[src/rtl/q2a03_pkg.sv]
// Shared types and register addresses for the 2A03 bus blocks.
// Imported by the OAM DMA arbiter and its bus mux.
package q2a03_pkg;

  typedef logic [7:0]  reg8_type;
  typedef logic [15:0] reg16_type;

  typedef enum logic [2:0] {
    IDLE,
    HALT,
    ALIGN,
    READ,
    WRITE
  } dma_state_type;

  localparam reg16_type REG_OAM_DMA  = 16'h4014;
  localparam reg16_type REG_OAM_DATA = 16'h2004;

  typedef struct packed {
    reg16_type addr;
    reg8_type  data;
    logic      rdwr;
  } bus_type;

endpackage

[src/rtl/dma_bus_mux.sv]
// System bus source select between the 6502 core and the OAM DMA.
// Only READ and WRITE take the bus; all other states pass the core through.
module dma_bus_mux
  import q2a03_pkg::*;
#(
  parameter reg16_type OAM_DATA_ADDR = REG_OAM_DATA
) (
  input  dma_state_type state,
  input  reg8_type      page,
  input  reg8_type      idx,
  input  reg8_type      data_latch,
  input  bus_type       cpu_bus,
  output bus_type       sys_bus
);

  always_comb begin
    sys_bus = cpu_bus;
    unique case (1'b1)
      (state == READ): begin
        sys_bus.addr = {page, idx};
        sys_bus.rdwr = 1'b1;
      end
      (state == WRITE): begin
        sys_bus.addr = OAM_DATA_ADDR;
        sys_bus.data = data_latch;
        sys_bus.rdwr = 1'b0;
      end
      default: ;
    endcase
  end

endmodule

[src/rtl/oam_dma_arbiter.sv]
// 2A03 sprite DMA: halts the core and copies a page to OAM via $2004.
// Define Q2A03_DMA_STATS_EN to add the stall-length and transfer counters.
module oam_dma_arbiter
  import q2a03_pkg::*;
#(
  parameter reg16_type DMA_REG_ADDR  = REG_OAM_DMA,
  parameter reg16_type OAM_DATA_ADDR = REG_OAM_DATA,
  parameter int        XFER_LEN      = 256
) (
  input  logic        G_clock,
  input  logic        G_reset,
  input  logic        G_cyc_en,
  input  logic [15:0] cpu_addr,
  input  logic [7:0]  cpu_wr_data,
  input  logic        cpu_rdwr,
  output logic        cpu_ready,
  output logic [7:0]  cpu_rd_data,
  output logic [15:0] G_addr,
  output logic [7:0]  G_wr_data,
  output logic        G_rdwr,
  input  logic [7:0]  G_rd_data,
  output logic        dma_active
`ifdef Q2A03_DMA_STATS_EN
  ,
  output logic [9:0]  dma_last_cycles,
  output logic [15:0] dma_count
`endif
);

  localparam reg8_type LAST_IDX = reg8_type'(XFER_LEN - 1);

  dma_state_type state;
  dma_state_type state_nxt;
  logic          parity;
  reg8_type      page;
  reg8_type      page_nxt;
  reg8_type      idx;
  reg8_type      idx_nxt;
  reg8_type      data_latch;
  reg8_type      latch_nxt;
  logic          trig;
  bus_type       cpu_bus;
  bus_type       sys_bus;

  assign trig = (cpu_addr == DMA_REG_ADDR) && !cpu_rdwr;

  always_ff @(posedge G_clock or negedge G_reset) begin
    if (!G_reset) begin
      state      <= IDLE;
      parity     <= 1'b0;
      page       <= '0;
      idx        <= '0;
      data_latch <= '0;
    end else if (G_cyc_en) begin
      state      <= state_nxt;
      parity     <= ~parity;
      page       <= page_nxt;
      idx        <= idx_nxt;
      data_latch <= latch_nxt;
    end
  end

  // Reads always land on GET cycles; a GET-parity halt read needs ALIGN.
  always_comb begin
    state_nxt = state;
    page_nxt  = page;
    idx_nxt   = idx;
    latch_nxt = data_latch;
    case (state)
      IDLE: begin
        if (trig) begin
          state_nxt = HALT;
          page_nxt  = cpu_wr_data;
          idx_nxt   = '0;
        end
      end
      HALT: begin
        if (cpu_rdwr) state_nxt = parity ? READ : ALIGN;
      end
      ALIGN: state_nxt = READ;
      READ: begin
        latch_nxt = G_rd_data;
        state_nxt = WRITE;
      end
      WRITE: begin
        idx_nxt   = idx + 8'd1;
        state_nxt = (idx == LAST_IDX) ? IDLE : READ;
      end
      default: state_nxt = IDLE;
    endcase
  end

  assign cpu_bus = '{addr: cpu_addr, data: cpu_wr_data, rdwr: cpu_rdwr};

  dma_bus_mux #(
    .OAM_DATA_ADDR(OAM_DATA_ADDR)
  ) u_mux (
    .state     (state),
    .page      (page),
    .idx       (idx),
    .data_latch(data_latch),
    .cpu_bus   (cpu_bus),
    .sys_bus   (sys_bus)
  );

  assign G_addr      = sys_bus.addr;
  assign G_wr_data   = sys_bus.data;
  assign G_rdwr      = sys_bus.rdwr;
  assign cpu_rd_data = G_rd_data;
  assign cpu_ready   = (state == IDLE);
  assign dma_active  = (state != IDLE);

`ifdef Q2A03_DMA_STATS_EN
  logic [9:0] stall_cnt;

  always_ff @(posedge G_clock or negedge G_reset) begin
    if (!G_reset) begin
      stall_cnt       <= '0;
      dma_last_cycles <= '0;
      dma_count       <= '0;
    end else if (G_cyc_en) begin
      if (state == IDLE) stall_cnt <= '0;
      else               stall_cnt <= stall_cnt + 10'd1;
      if (state == WRITE && idx == LAST_IDX) begin
        dma_last_cycles <= stall_cnt + 10'd1;
        dma_count       <= dma_count + 16'd1;
      end
    end
  end
`endif

endmodule

[config.mk]
export PLATFORM = sky130hd
export DESIGN_NAME = oam_dma_arbiter
export DESIGN_NICKNAME = d
export VERILOG_FILES = /design/src/rtl/q2a03_pkg.sv /design/src/rtl/dma_bus_mux.sv /design/src/rtl/oam_dma_arbiter.sv
export SDC_FILE = /design/constraint.sdc
export NUM_CORES = 1
export LEC_CHECK = 0
export ABC_AREA = 0
export BUFFER_PORTS_ARGS = -buffer_cell sky130_fd_sc_hd__clkbuf_2
export CAP_MARGIN = 20
export CORE_ASPECT_RATIO = 1.1
export CORE_UTILIZATION = 50
export CTS_BUF_LIST = sky130_fd_sc_hd__clkbuf_2
export CTS_CLUSTER_SIZE = 14
export DETAILED_ROUTE_END_ITERATION = 16
export GPL_TIMING_DRIVEN = 1
export PLACE_DENSITY_LB_ADDON = 0.3
export SKIP_LAST_GASP = 1
export SLEW_MARGIN = 20
export SYNTH_ARGS = -nofsm -noshare
export SYNTH_HDL_FRONTEND = slang
export SYNTH_SLANG_ARGS = --single-unit
[constraint.sdc]
create_clock -name G_clock -period 3.8 [get_ports G_clock]
set_input_delay 0.57 -clock G_clock [delete_from_list [all_inputs] [get_ports G_clock]]
set_output_delay 0.57 -clock G_clock [all_outputs]
set_load 0.05 [all_outputs]
==> metrics.txt <==
CTS Hold Bufs 0; # diodes 0; launch point of the worst reg-to-reg path state[0]$_DFFE_PN0P_; Synth Warn # 0; Fill cells 291; Post-DP Area 1990 um^2; count of final max-slew check failures 0; Storage cell area 701 um^2; die area 3600 um^2; sw power 0.798 mW; Worst-Skew Late Latency 0.39 ns; Crit path largest cell delay approximately 0.54 ns; Internal 0.661 mW; global route overflow 0; row cnt 21; sequential fraction of the synthesis area 41.6%; first-pass GRT wire length 6640 um; TritonCTS Sinks 28; family with the most delay on the worst path simple AND/OR/NAND/NOR gates; Die X 57.3 um; Routed WL 4020 um; final critical-path setup slack 0.806 ns; pwr dens 728 nW/um^2; Initial Utilization a little over half; Final Power 1.46 mW; Final GP Congestion 0.824; Vias/cell between 5 and 6; Slew Limit Headroom 52.4%; final hold violation count 0; TritonCTS clock tree done; critical path cell sequence inv_1 -> and3_1 -> nor2_1 -> buf_4 -> a22o_1 -> clkbuf_2; multi-input logic area 862 um^2; crit path max fanout 16; most frequent cells in the layout 73 x clkbuf_2, 47 x nand2_1, 28 x dfrtp_1, 15 x mux2_2, 13 x a22o_1; Max rail drop VDD 0.000370 V; I/O pin cnt 71; RSZ-0062 raised after global routing false; vias in the first global route between 1,000 and 1,500; commonest non-fill, non-tap cell in the layout clkbuf_2; syn nets roughly 210; status finished with violations; failing checks DRC; worst path arrival time between 2 and 2.5 ns; largest net degree at the start of global routing 29; Comb power frac 60.1%; CP Capture Type output port; maximum clock rate 334 MHz; final instance area 2000 um^2; Max Buffers Root-to-Sink 2; CTS resizes 0; Setup CP Type flop to output port; final setup vio count 0; CTS Buf Count 3; via count 1,505; synthesized instance count 177; Port-buffer cells 70; Final Skew 0.0203 ns; synthesis-to-finish area growth 19.1%; root buf cell clkbuf_2; Synth Cell Area 1680 um^2; Antenna Nets Post-Route 0; Die Height 62.8 um; final HPWL from detailed placement 3020 um; FF+latch count, synth 28; core area between 3000 and 4000 um^2; Switching Share 54.7%; initial antenna violation count 0; Lkg Pwr 1.06 nW; Worst Hold Class primary input to asynchronous set/reset pin; Final period util between 70% and 80%; CP max-delay cell and3_1; Place WS 1.05 ns; drt initial violations 100; Post-layout nets 274; Total GRT Usage between 20% and 30%; DRC 2; max-cap violations 0; H-tree Lvls 1; Final min period around 3.0 ns; TNS Setup 0 ns; synthesized area per cell between 9 and 10 um^2; Pre-antenna DRT Iters 10; Synth cell types 34; Setup Fix Bufs, Post-CTS 0; Clock power frac 8.0%; startpoint types flop; Critical Path Source state[2]$_DFFE_PN0P_; Slew @ Worst Pin 0.713 ns; sequential cell fraction of total power 31.9%; layout cells sized above 1 41.1%; CP bufs+invs 3; Critical Path RT between 3 and 4 ns; Clock transition at path regs ~0.28 ns; Hold WS 0.166 ns; wire per inst 14.9 um
[kinds of logic (layout without fill, tap and decap cells)]
kind of cell / Yosys count / count (layout) / share of synthesized area [%]
and+or+nand+nor: 72 / 72 / 20.2
AOI/OAI and AO/OA: 34 / 34 / 15.2
DFF: 28 / 28 / 41.6
muxes: 21 / 21 / 14.5
buffers and inverters: 20 / 79 / 7.14
adders and majority gates: 1 / 1 / 0.743
xor gates and xnor gates: 1 / 1 / 0.521
[metal layers]
| layer | routed length [um] | vias to the layer above | part of all wire (%) | global-route usage, % |
|---|---|---|---|---|
| met2 | 2050 | 42 | 51 | 41.3 |
| met5 | 0 | - | 0 | 0 |
| li1 | - | 743 | - | - |
| met3 | 139 | 7 | 3.5 | 2.48 |
| met4 | 71 | 0 | 1.8 | 9.76 |
| met1 | 1760 | 713 | 44 | 29.7 |
[power by group through the flow]
stage | registers, mW | clock network (mW) | logic (mW)
4_1_cts | 0.465 | 0.118 | 0.879
2_1_floorplan | 0.442 | 0 | 0.723
3_5_place_dp | 0.472 | 0 | 0.878
6_report | 0.465 | 0.117 | 0.877
5_1_grt | 0.480 | 0.129 | 0.929
3_3_place_gp | 0.468 | 0 | 0.869
[sequential cells by signal (all words and copies together), names as in the netlist]
signal,cells
data_latch,8
idx,8
page,8
parity,1
state,3
[worst paths after layout]
path | endpoint | slack (ns) | cells past startpoint
min in group G_clock | data_latch[2]$_DFFE_PN0P_ | 0.40 | 2
worst max-delay path | G_addr[14] | 0.81 | 6
max in group asynchronous | state[2]$_DFFE_PN0P_ | 3.17 | 1
worst min-delay path | idx[4]$_DFFE_PN0P_ | 0.17 | 1
worst max register to register | page[0]$_DFFE_PN0P_ | 1.75 | 4
worst min register to register | parity$_DFFE_PN0P_ | 0.49 | 1
[Yosys cell counts, drive strengths merged]
| library cell | n | area share [%] |
|---|---|---|
| nor2 | 4 | 0.89 |
| nand2 | 47 | 10 |
| o21ai | 5 | 1.5 |
| nor3 | 2 | 1.3 |
| inv | 2 | 0.45 |
| or4 | 2 | 1.1 |
| ha | 1 | 0.74 |
| clkbuf | 8 | 1.8 |
| nor3b | 3 | 1.3 |
| nor4b | 1 | 0.52 |
| nand3 | 5 | 1.5 |
| xor2 | 1 | 0.52 |
| o22ai | 6 | 2.2 |
| mux2 | 18 | 13 |
| o31ai | 2 | 0.89 |
| nor4 | 1 | 0.37 |
| or3 | 1 | 0.37 |
| mux2i | 3 | 1.8 |
| o2111a | 1 | 0.67 |
| o21a | 1 | 0.45 |
| and3 | 1 | 0.37 |
| o311ai | 1 | 0.52 |
| a21oi | 2 | 0.59 |
| nand4b | 1 | 0.52 |
| o22a | 2 | 1.0 |
| nor2b | 4 | 1.5 |
| buf | 10 | 4.9 |
| dfrtp | 28 | 42 |
| a22o | 14 | 7.4 |
[through the flow]
| step | util, % | std cells |
|---|---|---|
| after floorplan | - | 177 |
| after global placement | 63.5 | 266 |
| after detailed placement | 63.5 | 266 |
| after CTS | 64.1 | 270 |
| after global routing | 64.1 | 270 |
| final | 64.1 | 270 |
[layout make-up]
| class | count | share of cell area, % |
|---|---|---|
| Tap cell | 34 | 2.12 |
| Timing Repair Buffer | 73 | 18.6 |
| Clock buffer | 3 | 0.749 |
| Sequential cell | 28 | 35.0 |
| Clock inverter | 1 | 0.187 |
| Inverter | 2 | 0.375 |
| Multi-Input combinational cell | 129 | 43.0 |
Note: power is estimated with default switching activity, not from simulation.
